### src/rtl/piarb2_pkg.sv
// Shared definitions for the two-master PerInt arbiter: op codes, FSM states, width helper.
package piarb2_pkg;

  typedef logic [1:0] op_t;

  localparam op_t PINOOP = 2'b00;
  localparam op_t PIWROP = 2'b01;
  localparam op_t PIRDOP = 2'b10;
  localparam op_t PIRWOP = 2'b11;

  typedef enum logic [1:0] {
    IDLE  = 2'd0,
    LOCK0 = 2'd1,
    LOCK1 = 2'd2
  } state_t;

  function automatic int clog2(input int v);
    int r;
    r = 0;
    while ((1 << r) < v) r++;
    return r;
  endfunction

endpackage

### src/rtl/piarb2_if.sv
// One PerInt link. The requester drives op/addr/data/sel; the device answers rdata/rdy/mapsz.
interface piarb2_if #(
  parameter int ARCHBITSZ = 16,
  parameter int ADDRBITSZ = 15
);
  logic [1:0]             op;
  logic [ADDRBITSZ-1:0]   addr;
  logic [ARCHBITSZ-1:0]   data;
  logic [ARCHBITSZ/8-1:0] sel;
  logic [ARCHBITSZ-1:0]   rdata;
  logic                   rdy;
  logic [ARCHBITSZ-1:0]   mapsz;

  modport master (output op, addr, data, sel, input  rdata, rdy, mapsz);
  modport slave  (input  op, addr, data, sel, output rdata, rdy, mapsz);
endinterface

### src/rtl/piarb2_rrsel.sv
// Round-robin grant selector with stall lock. PIARB2_BURST_EN keeps the grant for up to
// MAXBURST accepted ops per master before handing over.
module piarb2_rrsel
  import piarb2_pkg::*;
#(
  parameter int MAXBURST = 4
) (
  input  logic       clk_i,
  input  logic       rst_i,
  input  logic [1:0] req,
  input  logic       accept,
  input  logic       s_rdy,
  output logic [1:0] grant
);

  state_t state;
  logic   ptr;
  logic   gv;
  logic   gidx;
  state_t lock_st;

  // A held master keeps the grant; otherwise fall back to pointer arbitration.
  always_comb begin
    gv   = 1'b1;
    gidx = 1'b0;
    if (state == LOCK0 && req[0])      gidx = 1'b0;
    else if (state == LOCK1 && req[1]) gidx = 1'b1;
    else if (req == 2'b11)             gidx = ptr;
    else if (req[1])                   gidx = 1'b1;
    else if (req[0])                   gidx = 1'b0;
    else                               gv   = 1'b0;
    grant   = gv ? (gidx ? 2'b10 : 2'b01) : 2'b00;
    lock_st = gidx ? LOCK1 : LOCK0;
  end

`ifdef PIARB2_BURST_EN
  logic [7:0] cnt;
  logic [7:0] cnt_base;
  logic [8:0] cnt_nxt;

  // The count only carries over while the same master stays locked.
  assign cnt_base = (state == lock_st) ? cnt : 8'd0;
  assign cnt_nxt  = {1'b0, cnt_base} + 9'd1;

  always_ff @(posedge clk_i or posedge rst_i) begin
    if (rst_i) begin
      state <= IDLE;
      ptr   <= 1'b0;
      cnt   <= 8'd0;
    end else if (!gv) begin
      state <= IDLE;
      cnt   <= 8'd0;
      if (state != IDLE) ptr <= (state == LOCK0);
    end else if (accept) begin
      if (int'(cnt_nxt) >= MAXBURST) begin
        ptr   <= ~gidx;
        state <= IDLE;
        cnt   <= 8'd0;
      end else begin
        state <= lock_st;
        cnt   <= cnt_nxt[7:0];
      end
    end else begin
      state <= s_rdy ? IDLE : lock_st;
      cnt   <= cnt_base;
    end
  end
`else
  always_ff @(posedge clk_i or posedge rst_i) begin
    if (rst_i) begin
      state <= IDLE;
      ptr   <= 1'b0;
    end else if (!gv) begin
      state <= IDLE;
    end else if (accept) begin
      ptr   <= ~gidx;
      state <= IDLE;
    end else begin
      state <= s_rdy ? IDLE : lock_st;
    end
  end
`endif

endmodule

### src/rtl/piarb2.sv
// Two-master PerInt arbiter: combinational request mux, rdy gating and read-data routing.
// Optional burst grants are enabled with the PIARB2_BURST_EN macro.
module piarb2
  import piarb2_pkg::*;
#(
  parameter int ARCHBITSZ = 16,
  parameter int MAXBURST  = 4
) (
  input  logic    clk_i,
  input  logic    rst_i,
  piarb2_if.slave  m0,
  piarb2_if.slave  m1,
  piarb2_if.master s
);

  localparam int ADDRBITSZ = ARCHBITSZ - clog2(ARCHBITSZ / 8);

  logic [1:0]             req;
  logic [1:0]             grant;
  logic                   accept;
  logic                   rd_vld;
  logic                   rd_owner;
  logic [1:0]             op_mux;
  logic [ADDRBITSZ-1:0]   addr_mux;
  logic [ARCHBITSZ-1:0]   data_mux;
  logic [ARCHBITSZ/8-1:0] sel_mux;

  assign req = {m1.op != PINOOP, m0.op != PINOOP};

  piarb2_rrsel #(.MAXBURST(MAXBURST)) u_rrsel (
    .clk_i  (clk_i),
    .rst_i  (rst_i),
    .req    (req),
    .accept (accept),
    .s_rdy  (s.rdy),
    .grant  (grant)
  );

  always_comb begin
    op_mux   = PINOOP;
    addr_mux = '0;
    data_mux = '0;
    sel_mux  = '0;
    if (grant[0]) begin
      op_mux   = m0.op;
      addr_mux = m0.addr;
      data_mux = m0.data;
      sel_mux  = m0.sel;
    end else if (grant[1]) begin
      op_mux   = m1.op;
      addr_mux = m1.addr;
      data_mux = m1.data;
      sel_mux  = m1.sel;
    end
  end

  assign s.op   = op_mux;
  assign s.addr = addr_mux;
  assign s.data = data_mux;
  assign s.sel  = sel_mux;

  // A grant only exists for a requesting master, so grant plus ready is an acceptance.
  assign accept = (|grant) & s.rdy;
  assign m0.rdy = grant[0] & s.rdy;
  assign m1.rdy = grant[1] & s.rdy;

  always_ff @(posedge clk_i or posedge rst_i) begin
    if (rst_i) begin
      rd_vld   <= 1'b0;
      rd_owner <= 1'b0;
    end else begin
      rd_vld   <= accept && (op_mux == PIRDOP || op_mux == PIRWOP);
      rd_owner <= grant[1];
    end
  end

  assign m0.rdata = (rd_vld && !rd_owner) ? s.rdata : '0;
  assign m1.rdata = (rd_vld &&  rd_owner) ? s.rdata : '0;
  assign m0.mapsz = s.mapsz;
  assign m1.mapsz = s.mapsz;

endmodule

### src/flat_wrapper.sv
// flat-port wrapper written by rule: the top's interface ports become plain ports
module piarb2_flat import piarb2_pkg::*;
#(
  parameter int ARCHBITSZ = 16,
  parameter int MAXBURST  = 4
)
  (clk_i, rst_i, m0_op, m0_addr, m0_data, m0_sel, m0_rdata, m0_rdy, m0_mapsz, m1_op, m1_addr, m1_data, m1_sel, m1_rdata, m1_rdy, m1_mapsz, s_op, s_addr, s_data, s_sel, s_rdata, s_rdy, s_mapsz);
  piarb2_if #(.ARCHBITSZ(ARCHBITSZ), .ADDRBITSZ(15)) m0_i ();
  piarb2_if #(.ARCHBITSZ(ARCHBITSZ), .ADDRBITSZ(15)) m1_i ();
  piarb2_if #(.ARCHBITSZ(ARCHBITSZ), .ADDRBITSZ(15)) s_i ();
  input  logic clk_i;
  input  logic rst_i;
  input wire logic [$bits(m0_i.op)-1:0] m0_op;
  input wire logic [$bits(m0_i.addr)-1:0] m0_addr;
  input wire logic [$bits(m0_i.data)-1:0] m0_data;
  input wire logic [$bits(m0_i.sel)-1:0] m0_sel;
  output wire logic [$bits(m0_i.rdata)-1:0] m0_rdata;
  output wire logic [$bits(m0_i.rdy)-1:0] m0_rdy;
  output wire logic [$bits(m0_i.mapsz)-1:0] m0_mapsz;
  input wire logic [$bits(m1_i.op)-1:0] m1_op;
  input wire logic [$bits(m1_i.addr)-1:0] m1_addr;
  input wire logic [$bits(m1_i.data)-1:0] m1_data;
  input wire logic [$bits(m1_i.sel)-1:0] m1_sel;
  output wire logic [$bits(m1_i.rdata)-1:0] m1_rdata;
  output wire logic [$bits(m1_i.rdy)-1:0] m1_rdy;
  output wire logic [$bits(m1_i.mapsz)-1:0] m1_mapsz;
  output wire logic [$bits(s_i.op)-1:0] s_op;
  output wire logic [$bits(s_i.addr)-1:0] s_addr;
  output wire logic [$bits(s_i.data)-1:0] s_data;
  output wire logic [$bits(s_i.sel)-1:0] s_sel;
  input wire logic [$bits(s_i.rdata)-1:0] s_rdata;
  input wire logic [$bits(s_i.rdy)-1:0] s_rdy;
  input wire logic [$bits(s_i.mapsz)-1:0] s_mapsz;
  assign m0_i.op = m0_op;
  assign m0_i.addr = m0_addr;
  assign m0_i.data = m0_data;
  assign m0_i.sel = m0_sel;
  assign m0_rdata = m0_i.rdata;
  assign m0_rdy = m0_i.rdy;
  assign m0_mapsz = m0_i.mapsz;
  assign m1_i.op = m1_op;
  assign m1_i.addr = m1_addr;
  assign m1_i.data = m1_data;
  assign m1_i.sel = m1_sel;
  assign m1_rdata = m1_i.rdata;
  assign m1_rdy = m1_i.rdy;
  assign m1_mapsz = m1_i.mapsz;
  assign s_op = s_i.op;
  assign s_addr = s_i.addr;
  assign s_data = s_i.data;
  assign s_sel = s_i.sel;
  assign s_i.rdata = s_rdata;
  assign s_i.rdy = s_rdy;
  assign s_i.mapsz = s_mapsz;
  piarb2 #(.ARCHBITSZ(ARCHBITSZ), .MAXBURST(MAXBURST)) u_core (.clk_i(clk_i), .rst_i(rst_i), .m0(m0_i), .m1(m1_i), .s(s_i));
endmodule
### config.mk
export PLATFORM = sky130hd
export DESIGN_NAME = piarb2_flat
export DESIGN_NICKNAME = d
export VERILOG_FILES = /design/src/rtl/piarb2_pkg.sv /design/src/rtl/piarb2_if.sv /design/src/rtl/piarb2_rrsel.sv /design/src/rtl/piarb2.sv /design/src/flat_wrapper.sv
export SDC_FILE = /design/constraint.sdc
export NUM_CORES = 1
export LEC_CHECK = 0
export ABC_AREA = 1
export BUFFER_PORTS_ARGS = -buffer_cell sky130_fd_sc_hd__buf_2
export CORE_AREA = 4 4 78 80
export DETAILED_ROUTE_END_ITERATION = 8
export DIE_AREA = 0 0 82 84
export PLACE_DENSITY = 0.69
export SYNTH_ARGS = -nofsm -noshare
export SYNTH_HDL_FRONTEND = slang
export SYNTH_SLANG_ARGS = --single-unit
### constraint.sdc
create_clock -name clk_i -period 4 [get_ports clk_i]
set_clock_uncertainty 0.1 [all_clocks]
set_input_delay 0.8 -clock clk_i [delete_from_list [all_inputs] [get_ports clk_i]]
set_output_delay 0.8 -clock clk_i [all_outputs]
set_load 0.03 [all_outputs]
Word-level counts from Yosys, hierarchy flattened

Cells that the tools add are included.

Flip-flop bits (word level): 5
Input port bits: 105
Output and inout bits: 101
Word-level logic and storage cells: 48

Eq/ne operators: 5
Mux-type cells: 24
Bitwise operators: 4
Reductions and logical operators: 11

Operator list:

| kind                                                                  | number |
|---|---|
| 16-bit two-way mux                                                    | 4 |
| 15-bit two-way mux                                                    | 2 |
| 2-bit two-way mux                                                     | 9 |
| 1-bit two-way mux                                                     | 9 |
| 2-bit equality test, second input constant                            | 4 |
| 1-bit logical AND                                                     | 5 |
| 2-bit nonzero test                                                    | 2 |
| 1-bit bitwise AND                                                     | 3 |
| 2-bit by 1-bit equality test with 1-bit output, second input constant | 1 |
| 2-bit AND reduction                                                   | 1 |
| 2-bit OR reduction                                                    | 1 |
| 1-bit logical NOT                                                     | 1 |
| 1-bit logical OR                                                      | 1 |
| 1-bit NOT                                                             | 1 |

Depth between registers and ports, before layout

Gate-level depths: netlist of the first run.

Word-level depth: 12
Depth in mapped cells: 9
Mapped depth without buffers: 8

Cells and area by module

From an unflattened synthesis of the first run, not the netlist that was laid out.

Cells, all modules: 239
Area, all modules: 1325.0 sq um

By module, submodules not included:

| module       | instances | cells an instance | area each (sq um) | sequential area each (sq um) |
|---|---|---|---|---|
| piarb2       | 1         | 217               | 1158.6            | 50.0 |
| piarb2_rrsel | 1         | 22                | 166.4             | 75.1 |

Worst setup path after synthesis of the first run

No wires, ideal clock.

Path type: input port to output port
Start point: input m0_op[1]
End point: output m1_rdy
Arrival time: 1685 ps
Data required time: 3100 ps
Setup slack: 1415 ps
Stages: 6
Buffers on the path: 1
Path through: nor2_2 > nor2_2 > nand2_4 > nand2_8 > buf_6 > nor2_1

Word-level cells in the longest chain between the ends: 8
Elaborated cells between the ends (all ways): 14
Those cells by class: eq/ne (1); mux (10); bitwise (1); reduce/logical (2)

RTL lines:

| what                                                     | line                                   | source |
|---|---|---|
| start, declared                                          | flat_wrapper.sv:13                     | `input wire logic [$bits(m0_i.op)-1:0] m0_op;` |
| 2-bit nonzero test (*)                                   | piarb2.sv:28                           | `assign req = {m1.op != PINOOP, m0.op != PINOOP};` |
| 2-bit equality test or 1-bit two-way mux (tied branches) | piarb2_rrsel.sv:28, piarb2_rrsel.sv:30 |  |
| 1-bit two-way mux, on equally long branches              | piarb2_rrsel.sv:28, piarb2_rrsel.sv:29 |  |
| 1-bit two-way mux, on equally long branches              | piarb2_rrsel.sv:27, piarb2_rrsel.sv:28 |  |
| 1-bit two-way mux, on equally long branches              | piarb2_rrsel.sv:26, piarb2_rrsel.sv:27 |  |
| 2-bit two-way mux or 1-bit two-way mux (tied branches)   | piarb2_rrsel.sv:32, piarb2_rrsel.sv:26 |  |
| 2-bit two-way mux (*)                                    | piarb2_rrsel.sv:32                     | `grant = gv ? (gidx ? 2'b10 : 2'b01) : 2'b00;` |
| 1-bit bitwise AND (*)                                    | piarb2.sv:65                           | `assign m1.rdy = grant[1] & s.rdy;` |
| end, declared                                            | flat_wrapper.sv:25                     | `output wire logic [$bits(m1_i.rdy)-1:0] m1_rdy;` |

Mark *: on every way between the ends. The rest lies on a longest branch, timed or not.

Final worst setup path of the first run

Start point: input m0_op[1]
End point: output s_addr[12]

Word-level cells in the longest chain between the ends: 9
Elaborated cells between the ends (all ways): 15
Those cells by class: eq/ne (1); mux (12); reduce/logical (2)

RTL lines:

| what                                                     | line                                   | source |
|---|---|---|
| 2-bit nonzero test (*)                                   | piarb2.sv:28                           |  |
| 2-bit equality test or 1-bit two-way mux (tied branches) | piarb2_rrsel.sv:28, piarb2_rrsel.sv:30 |  |
| 1-bit two-way mux, on equally long branches              | piarb2_rrsel.sv:28, piarb2_rrsel.sv:29 |  |
| 1-bit two-way mux, on equally long branches              | piarb2_rrsel.sv:27, piarb2_rrsel.sv:28 |  |
| 1-bit two-way mux, on equally long branches              | piarb2_rrsel.sv:26, piarb2_rrsel.sv:27 |  |
| 2-bit two-way mux or 1-bit two-way mux (tied branches)   | piarb2_rrsel.sv:32, piarb2_rrsel.sv:26 |  |
| 2-bit two-way mux (*)                                    | piarb2_rrsel.sv:32                     |  |
| 15-bit two-way mux                                       | piarb2.sv:49                           | `end else if (grant[1]) begin` |
| 15-bit two-way mux (*)                                   | piarb2.sv:44                           | `if (grant[0]) begin` |
| end, declared                                            | flat_wrapper.sv:28                     | `output wire logic [$bits(s_i.addr)-1:0] s_addr;` |

Marks and branches as above.

==> metrics.yaml, run 1 <==
power_and_ir_drop:
  vdd_drop_max_v: 0.000147
  total_power_w: 0.000640
  power_density_mw_per_mm2: 350
  leakagePower_nw: 1.30
sta:
  worst_slack_ns: 1.07
  finalCriticalPeriod_ns: 2.93
  hold_viol: 0
  rsz0062_at_grt: "no"
  post-route-period-util_pct: 73.2
  tns_ns: 0
  relSlewSlack_pct: 66.8
  worstMarginPinSlew_ns: 0.496
  setup_viol: 0
  max_freq_ghz: 0.342
  maxSlewViolCount: 0
clocking:
  clkTransAtPathRegs_ns: 0.04
  clock_sinks: 5
  h-tree-depth: 1
  clock_latency_ns: 0.22
  cts_buffers: 3
  postCtsSetupRepairBufs: 0
  cts_tree: "done"
  post_cts_resized: 0
  cts_buffer_depth: 2
  clockRootBuffer: "clkbuf_8"
  postCtsHoldBufs: 0
synthesis:
  synthXorXnorAreaFrac_pct: 0
  synth_top_family_by_area: "simple AND/OR/NAND/NOR gates"
  yosys-top-cells-count: "nand2_1, nor2_1, nand3_1"
  synthSimpleGateAreaFrac_pct: 54.2
  ys_seq_elements: 5
  synth_most_common_cell: "nand2_1"
  synthFlopType: "dfrtp_1"
  synth.avg_cell_area_sq_um: 5.45
  synth_compound_area_share_pct: 1.42
  ys_types: 18
  yosysWarnings: 0
  synth.top_cells.by_area: "nand2_1, buf_4, nand3_1, nor2_1, dfrtp_1"
  yosysSeqAreaShare_pct: 10.2
  synth_edf_count: 0
  synth_top_area_share_pct: 22.0
  synth_fa_ha_area_share_pct: 0
  synth_mux_area_share_pct: 0
  syn_inst: 226
  synth_nets: 331
  synth_area_sq_mm: 0.00123
  synth-async-reset-ratio_pct: 100
  yosys.area.top_type: "nand2_1"
final_layout:
  syn2layout_area_growth_pct: 48.3
  drive_gt1_share_pct: 50.7
  fill_cells: 615
  nNetsFinal: 451
  fin_cells: 417
  n_antenna_cell: 0
  fin_util_pct: 33.8
setup_path:
  worstPathArrival_ns: 2.03
  critPathLaunchType: "primary input"
  crit_type: "primary input to output port"
  crit_path_end_kind: "output port"
  r2r_setup_slack_ns: 2.50
  r2r_cells: 5
  critPathMaxFanout: 37
  worstReg2RegEnd: "u_core.u_rrsel.ptr"
  cp.required_ns: 3.10
  worstReg2RegStart: "u_core.u_rrsel.ptr"
routing:
  drtPass1Iterations: 4
  drc: 0
  drt_iter0_drc: 44
  ant_nets: 0
  vias_per_cell: 4.22
  wl_mm: 4.75
  wl_per_cell_microns: 11.4
  num_vias: 1758
global_route:
  antenna_found_initial: 0
  grt_pass1_vias: 1637
  grt_max_degree: 38
  grt_usage_pct: 12.8
  grt_remaining_overflow: 0
  grt_pass1_wl_mm: 7.12
flow_run:
  max-cap-violations: 0
floorplan:
  die_area_sq_mm: 0.00689
  die_x_microns: 82
  fp.coreArea_sq_mm: 0.00541
  die_y_microns: 84
  io_pins: 206
  start_util_pct: 22.8
  rows: 27
placed_design:
  portBuffers: 157
  pre_cts_ws_ns: 1.07
  gp_congestion: 0.737
  hpwlAfterDp_mm: 4.09
  placedCellCount: 413
min_path:
  min_path_type: "primary input to asynchronous set/reset pin"
run_status:
  status: "finished clean"
==> power by group <==
group	switching [W]	internal, W	leakage (nW)
combinational	0.000345	0.000140	1.22
sequential	0.00000396	0.0000586	0.0628
clock	0.0000236	0.0000683	0.0228
==> registers in the layout (all words and copies together), names as in the netlist <==
signal                flops
u_core.rd_vld             1
u_core.u_rrsel.ptr        1
u_core.rd_owner           1
u_core.u_rrsel.state      2
==> critical path, stage by stage <==
cell and delay (ns):
buf_2 0.11, nor2_2 0.13, nor2_2 0.07, nand2_4 0.09
nand2_8 0.16, inv_6 0.28, nand2_1 0.08, nand2_1 0.09
buf_2 0.20
==> placed cells by master, fill, tap and decap left out, types with 3 or more instances in the layout <==
| master | count |
|---|---|
| buf_2 | 157 |
| nand2_1 | 72 |
| nor2_1 | 35 |
| nand3_1 | 33 |
| inv_1 | 21 |
| nand2_2 | 7 |
| dfrtp_1 | 5 |
| nor2_2 | 4 |
| clkbuf_8 | 3 |
==> cells by family after synthesis <==
logic type / Yosys count
AOI/OAI and AO/OA: 3
buffers and inverters: 65
DFF: 5
and+or+nand+nor: 153
==> worst max path at each step <==
stage / from / end / slack [ns]
5_1_grt: m0_op[1] / s_data[6] / 0.89
2_1_floorplan: m0_op[1] / m1_rdy / 1.42
3_5_place_dp: m0_op[1] / s_addr[12] / 1.07
6_report: m0_op[1] / s_addr[12] / 1.07
4_1_cts: m0_op[1] / s_addr[12] / 1.06
3_3_place_gp: m0_op[1] / s_addr[12] / 1.09
==> final cells by class <==
class | instances | area (sq um) | area share [%]
clock buffers | 4 | 45.0 | 2.47
inverters | 22 | 87.6 | 4.80
multi-input cells | 156 | 684 | 37.5
flip-flops and latches | 5 | 125 | 6.85
well taps | 72 | 90.1 | 4.93
repair buffers | 158 | 793 | 43.5
==> per-layer routing <==
| layer | GRT usage, % | part of all wire, % |
|---|---|---|
| met2 | 25.7 | 54 |
| met1 | 10.9 | 29 |
| met5 | 0 | 0 |
| met4 | 4.38 | 2.2 |
| met3 | 4.75 | 15 |
==> per-stage QoR <==
step                hold WS, ns  instance area [sq um]
floorplan                 0.375                   1230
global placement          0.395                   1780
detailed placement        0.402                   1780
CTS                       0.389                   1830
global route              0.398                   1830
finish                    0.383                   1830
Power figures use the tool's default switching activity.
==> run 2, diff against run 1 <==
--- a/config.mk
+++ b/config.mk
@@ -5,7 +5,7 @@
 export SDC_FILE = /design/constraint.sdc
 export NUM_CORES = 1
 export LEC_CHECK = 0
-export ABC_AREA = 1
+export ABC_AREA = 0
 export BUFFER_PORTS_ARGS = -buffer_cell sky130_fd_sc_hd__buf_2
 export CORE_AREA = 4 4 78 80
 export DETAILED_ROUTE_END_ITERATION = 8
==> constraint.sdc (replaced) <==
create_clock -name clk_i -period 2.5 [get_ports clk_i]
set_clock_uncertainty 0.1 [all_clocks]
set_input_delay 0.5 -clock clk_i [delete_from_list [all_inputs] [get_ports clk_i]]
set_output_delay 0.5 -clock clk_i [all_outputs]
set_load 0.03 [all_outputs]
==> run 2 against run 1 <==
  * Final area rose by 5.8%
  * Setup slack got worse by 1.0 ns
  * Power rose by 93%
  * Sequential share of layout area fell by 0.38 points
  * Sequential power rose by 89%
  * Core utilization rose by 2.0 points
  * Critical path depth fell by 1
  * Synthesized area fell by 8.7%
  * Global-route usage fell by 0.96 points
  * Wire length rose by 2.7%
  * Critical endpoint is now s_data[10]
==> metrics.yaml, run 2 <==
sta:
  hold_viol: 0  # unchanged
  finalCriticalPeriod_ns: 2.46
  setup_viol: 0  # unchanged
  worstMarginPinSlew_ns: 0.440  # was 0.496 ns
  maxSlewViolCount: 0  # unchanged
  rsz0062_at_grt: "yes"  # was no
  max_freq_ghz: 0.407
  tns_ns: 0  # unchanged
  post-route-period-util_pct: 98.3
  relSlewSlack_pct: 70.7  # was 66.8%
placed_design:
  hpwlAfterDp_mm: 3.85  # was 4.09 mm
  placedCellCount: 331  # was 413
  portBuffers: 157  # unchanged
  dpl_cell_area_sq_mm: 0.00174  # was 0.00178 sq mm
  gp_congestion: 0.763  # was 0.737
routing:
  ant_nets: 0  # unchanged
  drt_iter0_drc: 29  # was 44
  wl_mm: 4.88  # was 4.75 mm
  drtPass1Iterations: 4  # unchanged
  drc: 0  # unchanged
  num_vias: 1476  # was 1758
  wl_per_cell_microns: 14.4  # was 11.4 microns
  vias_per_cell: 4.35  # was 4.22
setup_path:
  critPathLaunchType: "primary input"  # unchanged
  critPathMaxFanout: 9  # was 37
  cp.required_ns: 1.90  # was 3.10 ns
  max_stage_delay_ns: 0.24  # was 0.28 ns
  worstPathArrival_ns: 1.86  # was 2.03 ns
  cp_slowest_cell: "or2_1"  # was inv_6
  cp_cell_sequence: "buf_2, or2_1, buf_4, a211oi_4, buf_6, buf_12, a22o_1, buf_2"  # was buf_2, nor2_2, nor2_2, nand2_4, nand2_8, inv_6, nand2_1, nand2_1, buf_2
  crit_path_end_kind: "output port"  # unchanged
  crit_type: "primary input to output port"  # unchanged
  cpMostUsedCell: "buf_2"
final_layout:
  fin_cells: 339  # was 417
  largest_reg_flops: 2  # unchanged
  final_common_cell: "buf_2"  # unchanged
  final_cell_mix: "buf_2, a22o_1, buf_4"  # was buf_2, nand2_1, nor2_1
  regMostFlops: "u_core.u_rrsel.state"  # unchanged
  n_antenna_cell: 0  # unchanged
  multi_input_area_sq_um: 668  # was 684 sq um
  fill_cells: 580  # was 615
  syn2layout_area_growth_pct: 71.9  # was 48.3%
  register_area_sq_um: 125  # unchanged
  design_area_sq_mm: 0.00193  # was 0.00183 sq mm
  drive_gt1_share_pct: 66.7  # was 50.7%
  nNetsFinal: 373  # was 451
clocking:
  clockRootBuffer: "clkbuf_8"  # unchanged
  postCtsHoldBufs: 0  # unchanged
  h-tree-depth: 1  # unchanged
  cts_buffers: 3  # unchanged
  cts_tree: "done"  # unchanged
  clock_latency_ns: 0.22  # about the same
  clock_sinks: 5  # unchanged
  cts_buffer_depth: 2  # unchanged
  clkTransAtPathRegs_ns: 0.04  # about the same
synthesis:
  yosysSeqAreaShare_pct: 11.1  # was 10.2%
  synth.top_cells.by_area: "a22o_1, buf_4, dfrtp_1, and2_1, and3_1"  # was nand2_1, buf_4, nand3_1, nor2_1, dfrtp_1
  ys_seq_elements: 5  # unchanged
  yosysWarnings: 0  # unchanged
  synth_edf_count: 0  # unchanged
  synth_nets: 245  # was 331
  ys_types: 25  # was 18
  synth.avg_cell_area_sq_um: 8.03  # was 5.45 sq um
  yosys.area.top_type: "a22o_1"  # was nand2_1
  yosys-top-cells-count: "buf_4, a22o_1, and2_1"  # was nand2_1, nor2_1, nand3_1
  synthFlopType: "dfrtp_1"  # unchanged
  synth_area_sq_mm: 0.00112  # was 0.00123 sq mm
  synth_most_common_cell: "buf_4"  # was nand2_1
  syn_inst: 140  # was 226
  synth-async-reset-ratio_pct: 100  # unchanged
  synth_top_area_share_pct: 22.6  # was 22.0%
floorplan:
  io_pins: 206  # unchanged
  fp.coreArea_sq_mm: 0.00541  # unchanged
  die_area_sq_mm: 0.00689  # unchanged
  die_x_microns: 82  # unchanged
  die_y_microns: 84  # unchanged
  start_util_pct: 20.8  # was 22.8%
  rows: 27  # unchanged
global_route:
  grt_max_degree: 36  # was 38
  grt_pass1_vias: 1357  # was 1637
  top_usage_layer: "met2"  # unchanged
  antenna_found_initial: 0  # unchanged
  grtUsageMet2_pct: 22.3  # was 25.7%
  grt_remaining_overflow: 0  # unchanged
  grt_usage_pct: 11.9  # was 12.8%
  grt_pass1_wl_mm: 6.44  # was 7.12 mm
  use_met3_pct: 3.35  # was 4.75%
  use_met1_pct: 11.7  # was 10.9%
power_and_ir_drop:
  leakagePower_nw: 1.20  # was 1.30 nW
  power_density_mw_per_mm2: 639  # was 350 mW/mm^2
  vdd_drop_max_v: 0.000323  # was 0.000147 V
run_status:
  status: "finished clean"  # unchanged
min_path:
  min_path_type: "primary input to asynchronous set/reset pin"  # unchanged
flow_run:
  max-cap-violations: 0  # unchanged
-- run 2: cell count changes in the layout (fill, tap and decap cells not counted), sizes merged, moves of 2 or more --
cell	change
nor2	-37
and3	+16
nand3	-33
nor2b	+4
a211oi	+2
a22o	+34
nand2	-79
clkbuf	+9
inv	-18
and2	+19
-- run 2: kinds of logic after synthesis --
family	share of synthesized area, %
buf+inv	29.7
compound gates	34.1
simple gates	25.1
flops	11.1
-- run 2: stage by stage --
stage | utilization [%] | hold slack, ns | worst slack, ns | total power [W]
6_report | 35.7 | 0.0743 | 0.0432 | 0.00123
3_3_place_gp | 32.2 | 0.301 | 0.0586 | 0.000968
5_1_grt | 35.7 | 0.0753 | -0.0255 | 0.00131
2_1_floorplan | - | 0.179 | 0.0786 | 0.000803
4_1_cts | 33.1 | 0.0757 | 0.00173 | 0.00113
3_5_place_dp | 32.2 | 0.310 | 0.0357 | 0.000980
-- run 2: cell type report --
cell class                 count  share of cell area (%)
clock buffer                   4                    2.33
multi-input combinational     88                    34.6
sequential                     5                    6.48
tap                           72                    4.66
timing repair buffer         166                    51.2
inverter                       4                   0.777
-- run 2: report_power, final --
| part | switching, W | internal (W) | leakage (nW) |
|---|---|---|---|
| sequential | 0.0000240 | 0.0000939 | 0.0623 |
| clock | 0.0000390 | 0.000109 | 0.0228 |
| combinational | 0.000564 | 0.000404 | 1.12 |
| total | 0.000627 | 0.000607 | 1.20 |
-- run 2: final timing paths --
check	cells after the start	slack [ns]	to	from
max in group asynchronous	2	2.05	u_core.u_rrsel.ptr	rst_i
min in group clk_i	1	0.43	u_core.u_rrsel.ptr	u_core.u_rrsel.ptr
max	8	0.04	s_data[10]	m1_op[1]
max reg2reg	6	0.94	u_core.u_rrsel.ptr	u_core.u_rrsel.state[0]
min	2	0.07	u_core.rd_vld	rst_i
min reg2reg	1	0.43	u_core.u_rrsel.ptr	u_core.u_rrsel.ptr
-- run 2: per-layer routing --
metal / up-vias / share of wire, %
met5: - / 0
met4: 0 / 1.9
li1: 724 / -
met1: 637 / 34
met2: 98 / 53
met3: 17 / 12
-- run 2: timing repair --
action / in CTS / in global routing
endpoints found under the setup margin: 0 / 34
buffers inserted: 0 / 1
gates resized for setup: 0 / 50
-- run 2: critical path: cells and delay by family --
kind	cells	cell delay (ns)
compound gates	2	0.34
buf+inv	5	0.76
simple gates	1	0.24
==> run 3, diff against run 2 <==
==> constraint.sdc (replaced) <==
create_clock -name clk_i -period 2.5 [get_ports clk_i]
set_clock_uncertainty 0.1 [all_clocks]
set_input_delay 0.375 -clock clk_i [delete_from_list [all_inputs] [get_ports clk_i]]
set_output_delay 0.375 -clock clk_i [all_outputs]
set_load 0.03 [all_outputs]
==> run 3 against run 2 <==
  * Via count fell by 1.7%
  * Sequential cell count is the same
  * Cell count shrank 1.5%
  * Wire length shrank 8.7%
  * Combinational power shrank 13%
  * Fmax up 6.1%
  * Sequential power about the same
  * Clock power is essentially flat
  * Count of clock-buffer cells in the layout unchanged
  * Register-to-register slack improved by 0.03 ns
  * Critical path depth fell by 2
  * Final area decreased by 7.5%
==> metrics.yaml, run 3 (synthesis gave the netlist of run 2 again) <==
run_status:
  status: "finished clean"  # unchanged
clocking:
  clock_sinks: 5  # unchanged
  cts_buffers: 3  # unchanged
  clockRootBuffer: "clkbuf_8"  # unchanged
  cts_buffer_depth: 2  # unchanged
  h-tree-depth: 1  # unchanged
  clkTransAtPathRegs_ns: 0.03  # was 0.04 ns
  cts_tree: "done"  # unchanged
  clock_latency_ns: 0.22  # about the same
final_layout:
  nNetsFinal: 368  # was 373
  largest_reg_flops: 2  # unchanged
  n_antenna_cell: 0  # unchanged
  design_area_sq_mm: 0.00179  # was 0.00193 sq mm
  fill_cells: 588  # was 580
  drive_gt1_share_pct: 65.6  # was 66.7%
  syn2layout_area_growth_pct: 59.0  # was 71.9%
  final_cell_mix: "buf_2, a22o_1, and2_1"  # was buf_2, a22o_1, buf_4
  regMostFlops: "u_core.u_rrsel.state"  # unchanged
  final_common_cell: "buf_2"  # unchanged
placed_design:
  pre_cts_ws_ns: 0.197  # was 0.0357 ns
  gp_congestion: 0.743  # was 0.763
  portBuffers: 157  # unchanged
  dpl_cell_area_sq_mm: 0.00173  # was 0.00174 sq mm
floorplan:
  io_pins: 206  # unchanged
  die_area_sq_mm: 0.00689  # unchanged
  die_y_microns: 84  # unchanged
  fp.coreArea_sq_mm: 0.00541  # unchanged
  rows: 27  # unchanged
  die_x_microns: 82  # unchanged
  start_util_pct: 20.8  # unchanged
global_route:
  grt_pass1_wl_mm: 6.54  # was 6.44 mm
  antenna_found_initial: 0  # unchanged
  grt_max_degree: 36  # unchanged
  grt_remaining_overflow: 0  # unchanged
  grt_usage_pct: 12.0  # was 11.9%
  grt_pass1_vias: 1427  # was 1357
min_path:
  min_path_type: "primary input to flop"  # was primary input to asynchronous set/reset pin
  holdPathEnd: "u_core.u_rrsel.state[1]"
  hold_depth: 2
  holdCritStartpoint: "s_rdy"
sta:
  worst_slack_ns: 0.185  # was 0.0432 ns
  rsz0062_at_grt: "no"  # was yes
  finalCriticalPeriod_ns: 2.32  # was 2.46 ns
  max_freq_ghz: 0.432  # was 0.407 GHz
  setup_viol: 0  # unchanged
  hold_viol: 0  # unchanged
  worstMarginPinSlew_ns: 0.428  # was 0.440 ns
  relSlewSlack_pct: 71.5  # was 70.7%
  tns_ns: 0  # unchanged
  post-route-period-util_pct: 92.6  # was 98.3%
  maxSlewViolCount: 0  # unchanged
setup_path:
  critPathLaunchType: "flop"  # was primary input
  worstReg2RegEnd: "u_core.u_rrsel.ptr"  # unchanged
  worstReg2RegStart: "u_core.u_rrsel.state[1]"  # was u_core.u_rrsel.state[0]
  worstPathArrival_ns: 1.84  # was 1.86 ns
  r2r_cells: 5  # was 6
  cp.required_ns: 2.03  # was 1.90 ns
  r2r_setup_slack_ns: 0.97  # was 0.94 ns
  crit_type: "flop to output port"  # was primary input to output port
  critPathMaxFanout: 34  # was 9
  crit_path_end_kind: "output port"  # unchanged
routing:
  drc: 0  # unchanged
  wl_mm: 4.45  # was 4.88 mm
  drt_iter0_drc: 25  # was 29
  vias_per_cell: 4.34  # was 4.35
  wl_per_cell_microns: 13.3  # was 14.4 microns
  drtPass1Iterations: 4  # unchanged
  num_vias: 1451  # was 1476
  ant_nets: 0  # unchanged
flow_run:
  max-cap-violations: 0  # unchanged
power_and_ir_drop:
  power_density_mw_per_mm2: 621  # was 639 mW/mm^2
  vdd_drop_max_v: 0.000336  # was 0.000323 V
  leakagePower_nw: 1.14  # was 1.20 nW
## run 3: changes by cell type in the layout (fill, tap and decap cells not counted), sizes merged
cell         before  now
buf             157  160
clkbuf           13    4
dlygate4sd3       0    1
## run 3: where the power goes
part           switching (W)  total (W)  internal (W)
Clock              0.0000377   0.000147      0.000109
Sequential         0.0000222   0.000116     0.0000939
Combinational       0.000536   0.000846      0.000309
Total               0.000596    0.00111      0.000512
## run 3: cell type report
class / instances / area (sq um) / share of cell area [%]
multi-input cells: 88 / 668 / 37.4
inverters: 4 / 15.0 / 0.840
flip-flops and latches: 5 / 125 / 7.00
clock buffers: 4 / 45.0 / 2.52
repair buffers: 161 / 843 / 47.2
well taps: 72 / 90.1 / 5.04
## run 3: repair_timing
item,in CTS,in global routing
gates resized for setup,0,1
setup endpoints to repair,0,22
buffers inserted,0,0
hold buffers,1,0
hold endpoints to repair,5,0
## run 3: worst max path at each step
| stage | cells after the start | start | to |
|---|---|---|---|
| after floorplan | 6 | m1_op[1] | s_addr[10] |
| after CTS | 6 | u_core.u_rrsel.state[0] | s_addr[12] |
| after global routing | 6 | u_core.u_rrsel.state[0] | s_addr[0] |
| after detailed placement | 7 | m1_op[1] | s_addr[12] |
| final | 6 | u_core.u_rrsel.state[0] | s_addr[12] |
| after global placement | 7 | m1_op[1] | s_addr[12] |
## run 3: per-layer routing
| metal | part of all wire, % | GRT usage [%] | vias to the layer above | wire [microns] |
|---|---|---|---|---|
| li1 | - | - | 719 | - |
| met4 | 2.5 | 5.44 | 0 | 110 |
| met1 | 32 | 12.0 | 619 | 1420 |
| met3 | 13 | 2.70 | 17 | 562 |
| met5 | 0 | 0 | - | 0 |
| met2 | 53 | 22.8 | 96 | 2360 |
## run 3: worst max-delay path: stages (launching register included)
cell and delay [ns]:
dfrtp_1 0.35, or2b_2 0.34, o21ai_2 0.12, o21a_1 0.23, buf_12 0.21, a22o_1 0.16, buf_2 0.20
## run 3: per-stage QoR
step	utilization, %	total power [W]	std cells	hold WS (ns)
6_report	33.1	0.00111	334	0.302
2_1_floorplan	-	0.000803	140	0.0535
4_1_cts	33.0	0.00112	334	0.312
3_3_place_gp	32.0	0.000961	329	0.176
5_1_grt	33.1	0.00118	334	0.320
3_5_place_dp	32.0	0.000970	329	0.177
